<file path="config.mk">
export PLATFORM = sky130hd
export DESIGN_NAME = tea_operand_loader
export DESIGN_NICKNAME = d
export VERILOG_FILES = /design/src/rtl/tea_pkg.sv /design/src/rtl/go_conditioner.sv /design/src/rtl/tea_operand_loader.sv
export SDC_FILE = /design/constraint.sdc
export NUM_CORES = 1
export LEC_CHECK = 0
export BUFFER_PORTS_ARGS = -buffer_cell sky130_fd_sc_hd__buf_2
export CORE_ASPECT_RATIO = 1.25
export CORE_MARGIN = 2
export CORE_UTILIZATION = 50
export DETAILED_ROUTE_END_ITERATION = 16
export PLACE_DENSITY = 0.87
export SETUP_SLACK_MARGIN = 0.3
export SLEW_MARGIN = 15
export SYNTH_ARGS = -nofsm -noshare
export SYNTH_HDL_FRONTEND = slang
export SYNTH_HIERARCHICAL = 1
export SYNTH_SLANG_ARGS = --single-unit
</file>
<file path="constraint.sdc">
create_clock -name clk -period 4.25 [get_ports clk]
set_clock_uncertainty 0.2 [all_clocks]
set_input_delay 0.425 -clock clk [delete_from_list [all_inputs] [get_ports clk]]
set_output_delay 0.425 -clock clk [all_outputs]
set_load 0.01 [all_outputs]
</file>
<file path="src/rtl/tea_pkg.sv">
// Shared TEA definitions: loader FSM states, operand geometry, word indices and key schedule constant.
// Imported by the operand loader and the encrypt/decrypt datapath.
package tea_pkg;

  typedef enum logic [1:0] {
    ST_COLLECT      = 2'd0,
    ST_WAIT_RELEASE = 2'd1,
    ST_PRESENT      = 2'd2
  } state_t;

  localparam int WORDS          = 6;
  localparam int BYTES_PER_WORD = 4;

  localparam logic [2:0] W_V0 = 3'd0;
  localparam logic [2:0] W_V1 = 3'd1;
  localparam logic [2:0] W_K0 = 3'd2;
  localparam logic [2:0] W_K1 = 3'd3;
  localparam logic [2:0] W_K2 = 3'd4;
  localparam logic [2:0] W_K3 = 3'd5;

  localparam logic [31:0] TEA_DELTA = 32'h9E3779B9;

  // Bytes fill MSB first, so entry n of a word lands in lane (3 - n).
  function automatic logic [4:0] lane_lsb(input logic [1:0] byte_idx);
    return {~byte_idx, 3'b000};
  endfunction

endpackage

</file>
<file path="src/rtl/go_conditioner.sv">
// go button conditioning: 2-flop synchroniser, optional debounce (LOADER_DEBOUNCE_EN), press/release pulses.
// Latency: 2 cycles to press/release, plus DEBOUNCE_CYCLES when filtered; no backpressure.
module go_conditioner #(
  parameter int DEBOUNCE_CYCLES = 500000
) (
  input  logic clk,
  input  logic resetn,
  input  logic go,
  output logic press,
  output logic rel
);

  logic sync1, sync2;
  logic go_f, go_f_q;

  always_ff @(posedge clk or negedge resetn) begin
    if (!resetn) begin
      sync1 <= 1'b0;
      sync2 <= 1'b0;
    end else begin
      sync1 <= go;
      sync2 <= sync1;
    end
  end

`ifdef LOADER_DEBOUNCE_EN
  localparam int CW = $clog2(DEBOUNCE_CYCLES + 1);

  logic [CW-1:0] cnt;
  logic          go_f_r;

  // The filtered level only follows sync2 after it has disagreed for DEBOUNCE_CYCLES in a row.
  always_ff @(posedge clk or negedge resetn) begin
    if (!resetn) begin
      cnt    <= '0;
      go_f_r <= 1'b0;
    end else if (sync2 == go_f_r) begin
      cnt <= '0;
    end else if (cnt == CW'(DEBOUNCE_CYCLES - 1)) begin
      go_f_r <= sync2;
      cnt    <= '0;
    end else begin
      cnt <= cnt + 1'b1;
    end
  end

  assign go_f = go_f_r;
`else
  assign go_f = sync2;
`endif

  always_ff @(posedge clk or negedge resetn) begin
    if (!resetn) go_f_q <= 1'b0;
    else         go_f_q <= go_f;
  end

  assign press = go_f & ~go_f_q;
  assign rel   = ~go_f & go_f_q;

endmodule

</file>
<file path="src/rtl/tea_operand_loader.sv">
// Assembles v0,v1,k0..k3 from byte-wide entries, one byte per go press (debounce via LOADER_DEBOUNCE_EN).
// Latency: out_valid 1 cycle after the 24th release; holds operands stable until out_valid && out_ready.
import tea_pkg::*;

module tea_operand_loader #(
  parameter int DEBOUNCE_CYCLES = 500000
) (
  input  logic        clk,
  input  logic        resetn,
  input  logic        go,
  input  logic [7:0]  data_in,
  input  logic        abort,
  input  logic        out_ready,
  output logic        out_valid,
  output logic [31:0] v0,
  output logic [31:0] v1,
  output logic [31:0] k0,
  output logic [31:0] k1,
  output logic [31:0] k2,
  output logic [31:0] k3,
  output logic [2:0]  word_idx,
  output logic [1:0]  byte_idx
);

  state_t      state, state_nxt;
  logic [31:0] ops [WORDS];
  logic        press, rel;
  logic        last_byte, last_word;
  logic        capture, advance, clear_idx;

  go_conditioner #(
    .DEBOUNCE_CYCLES(DEBOUNCE_CYCLES)
  ) u_go_cond (
    .clk    (clk),
    .resetn (resetn),
    .go     (go),
    .press  (press),
    .rel    (rel)
  );

  assign last_byte = (byte_idx == 2'(BYTES_PER_WORD - 1));
  assign last_word = (word_idx == 3'(WORDS - 1));

  always_ff @(posedge clk or negedge resetn) begin
    if (!resetn) state <= ST_COLLECT;
    else         state <= state_nxt;
  end

  always_comb begin
    state_nxt = state;
    if (abort) begin
      state_nxt = ST_COLLECT;
    end else begin
      case (state)
        ST_COLLECT:      if (press) state_nxt = ST_WAIT_RELEASE;
        ST_WAIT_RELEASE: if (rel)   state_nxt = (last_byte && last_word) ? ST_PRESENT : ST_COLLECT;
        ST_PRESENT:      if (out_ready) state_nxt = ST_COLLECT;
        default:         state_nxt = ST_COLLECT;
      endcase
    end
  end

  // out_valid is a pure state decode, so out_ready never reaches it combinationally.
  always_comb begin
    out_valid = 1'b0;
    capture   = 1'b0;
    advance   = 1'b0;
    clear_idx = 1'b0;
    case (state)
      ST_COLLECT:      capture   = press;
      ST_WAIT_RELEASE: advance   = rel && !(last_byte && last_word);
      ST_PRESENT: begin
        out_valid = 1'b1;
        clear_idx = out_ready;
      end
      default: ;
    endcase
  end

  always_ff @(posedge clk or negedge resetn) begin
    if (!resetn) begin
      word_idx <= '0;
      byte_idx <= '0;
      for (int i = 0; i < WORDS; i++) ops[i] <= '0;
    end else if (abort) begin
      word_idx <= '0;
      byte_idx <= '0;
      for (int i = 0; i < WORDS; i++) ops[i] <= '0;
    end else begin
      if (capture) ops[word_idx][lane_lsb(byte_idx) +: 8] <= data_in;
      if (advance) begin
        if (last_byte) begin
          byte_idx <= '0;
          word_idx <= word_idx + 3'd1;
        end else begin
          byte_idx <= byte_idx + 2'd1;
        end
      end
      if (clear_idx) begin
        word_idx <= '0;
        byte_idx <= '0;
      end
    end
  end

  assign v0 = ops[W_V0];
  assign v1 = ops[W_V1];
  assign k0 = ops[W_K0];
  assign k1 = ops[W_K1];
  assign k2 = ops[W_K2];
  assign k3 = ops[W_K3];

endmodule

</file>
==> out/results.txt <==
Unique masters post-synth: 59
outcome: complete, no violations
cts bufs inserted: 20
Ports: 211
Worst-Skew Late Latency: 490 ps
Max Buffers Root-to-Sink: 3
synthesized cell area: 8810 um^2
worst-margin pin slew: 1080 ps
Initial Utilization: 50.7%
commonest cells in the synthesized netlist: dfrtp_1 (202), nand2b_1 (76), mux2i_1 (75)
cell area after layout: 10,600 um^2
post-route insts no fill: 1,113
mux cell area share after synthesis: 10.3%
gr usage total: 24.3%
Hold Fails Final Rpt: 0
adder-cell share of the synthesized area: 0.994%
switching portion of total power: 22.2%
post-CTS sizing: 0
simple-gate area share of the yosys netlist: 13.4%
FF-to-FF path depth: 6
Final Critical Period: 2680 ps
DP HPWL: 15,400 um
Residual DRC: 0
Post-Synth XOR/XNOR Area: 0%
initial drt markers: 460
initial antenna violation count: 0
Die ar.: 18,700 um^2
register area share after synthesis: 57.4%
largest family of logic cells by synthesized area: compound AO/OA/AOI/OAI gates
Seq pwr share: 50.4%
Main synth FF type: dfrtp_1
Sink Count: 202
R2R setup slack: 1570 ps
maximum clock rate: 373 MHz
Synth Area in Compound Gates: 13.9%
pwr dens: 361 nW/um^2
Tightest Hold Check Type: in -> reg
Area Overhead vs Synth: 20.6%
placed cell count: 1,075
CP startpoint kind: flip-flop
relative slew slack: 27.9%
count of final max-slew check failures: 0
routed length per instance: 20.8 um
leakage power: 0.00567 uW
Remaining Overflow, GRT: 0
Setup Crit Path Kind: reg -> reg
Synth area leaders: dfrtp_1 (57%), mux2i_1 (8.5%), a32o_1 (5.7%)
most frequent cell after synthesis: dfrtp_1
TritonRoute pass-1 iters: 5
Final GP Congestion: 0.826
first-pass GRT wire length: 35,800 um
vias in the first global route: 6,511
Final setup viols: 0
post-layout net count: 896
I/O Buffers: 210
RSZ-0062 raised after global routing: false
Synth warnings: 6
largest net degree at the start of global routing: 121
Reg clk slew, reported paths: 60 ps
CP arrival: 2910 ps
Post-Syn Instances: 686
share of cells above drive strength 1: 32.3%
WP data required: 4470 ps
Post-Syn Nets: 706
period utilization: 63.1%
setup TNS: 0 ps
core outline area: 17,400 um^2
vias per cell: 5.81
Die W: 123 um
Synth area leader: dfrtp_1
Clk network pwr share: 45.0%
H-tree levels: 1
die height: 152 um
Worst R2R Start: u_go_cond/go_f
EDFF count, synth: 0
FF+latch count, synth: 202
via count: 6,463
antenna viol nets, final: 0
final WL: 23,200 um
Yosys top cell area share: 57.4%
hold_sp: out_ready
FILL cells: 1,428
Crit Path Max Fanout: 48
CTS tree: yes
combinational power share: 4.6%
maximum VDD drop: 0.292 mV
CP endpoint kind: flip-flop
Max-Cap Viols: 0
Pint: 2990 uW
Psw: 853 uW
Site Rows: 54
Hold WS: 79.4 ps
Hold Crit Depth: 4
Post-synth ARST share: 100%
Diodes inserted: 0
placed instance area: 9950 um^2
hold path endpoint: state[1]
CTS Root Buffer Type: clkbuf_16
reg-to-reg endpoint: k0[20]
syn avg cell area: 12.8 um^2
==> metal layers <==
metal | up-vias | GRT usage [%] | routed length, um
met3 | 51 | 5.05 | 1550
li1 | 2920 | - | -
met5 | - | 0 | 0
met1 | 3246 | 32.1 | 9580
met4 | 0 | 8.43 | 690
met2 | 246 | 39.6 | 11400
==> final cells by class <==
class                           count  area [um^2]  area share [%]
Timing Repair Buffer              222         1180            11.1
Multi-Input combinational cell    413         3410            32.1
Clock inverter                      2         13.8           0.130
Clock buffer                       33          631            5.93
Tap cell                          224          280            2.64
Sequential cell                   202         5050            47.6
Inverter                           17         63.8           0.600
==> cells by family (layout without fill, tap and decap cells) <==
group / after synthesis / after routing
mux: 89 / 89
flops: 202 / 202
simple gates: 175 / 175
buf+inv: 71 / 274
fa+ha+maj: 7 / 7
compound gates: 142 / 142
==> what timing repair did <==
item / in CTS / in global routing
setup buffers: 0 / 0
hold endpoints to repair: 119 / 0
hold buffers: 2 / 0
==> per-stage QoR <==
stage / setup slack, ps / utilization (%) / power (uW)
final: 1570 / 61.2 / 3840
after global placement: 1510 / 57.3 / 2140
after floorplan: 2000 / - / 2060
after CTS: 1310 / 61.1 / 3870
after global routing: 1380 / 61.2 / 3940
after detailed placement: 1370 / 57.3 / 2150
==> how the worst max path moves through the flow <==
stage,from,end,cells after the start
2_1_floorplan,byte_idx[0],k2[0],6
3_3_place_gp,u_go_cond/go_f_q,k0[18],5
3_5_place_dp,u_go_cond/go_f,k0[20],5
4_1_cts,u_go_cond/go_f,k0[20],5
5_1_grt,u_go_cond/go_f,k2[20],6
6_report,u_go_cond/go_f,k0[20],6
==> placed cells by master, fill, tap and decap left out, types with 4 or more instances in the layout <==
cell	netlist	final
o2bb2ai_1	32	32
clkbuf_16	0	21
ha_1	7	7
o211ai_1	5	5
mux2_2	13	13
nor2_1	4	4
and3_1	17	17
a21oi_1	9	9
inv_1	17	17
nand2_1	26	26
o21ai_0	5	5
clkbuf_1	22	6
nand3_1	8	8
clkbuf_8	0	7
nor2b_1	5	5
buf_4	5	9
dfrtp_1	202	202
nor4bb_1	4	4
o32ai_1	10	10
a31oi_1	6	6
and4bb_2	4	4
nand2b_1	76	76
a22o_1	8	8
buf_2	20	208
nand3_2	4	4
mux2i_1	75	75
a32o_1	50	50
a21oi_2	4	4
==> power by group through the flow <==
stage          Sequential, uW  Clock [uW]  Combinational, uW
2_1_floorplan            1970           0               92.4
3_3_place_gp             1970           0                174
3_5_place_dp             1970           0                175
4_1_cts                  1930        1760                177
5_1_grt                  1930        1810                193
6_report                 1940        1730                176
==> sequential cells by signal, summed over array words and instances, names as in the netlist <==
register	count
byte_idx	2
k0	32
k1	32
k2	32
k3	32
state	2
u_go_cond/go_f	1
u_go_cond/go_f_q	1
u_go_cond/sync1	1
v0	32
v1	32
word_idx	3
==> critical path, stage by stage, from the launching register on <==
cell and delay [ps]:
dfrtp_1 360, nor2b_1 280, nor3b_4 640, buf_8 240
and4_1 200, buf_4 420, a32o_1 250
No activity file was read; power rests on OpenSTA's default activity.
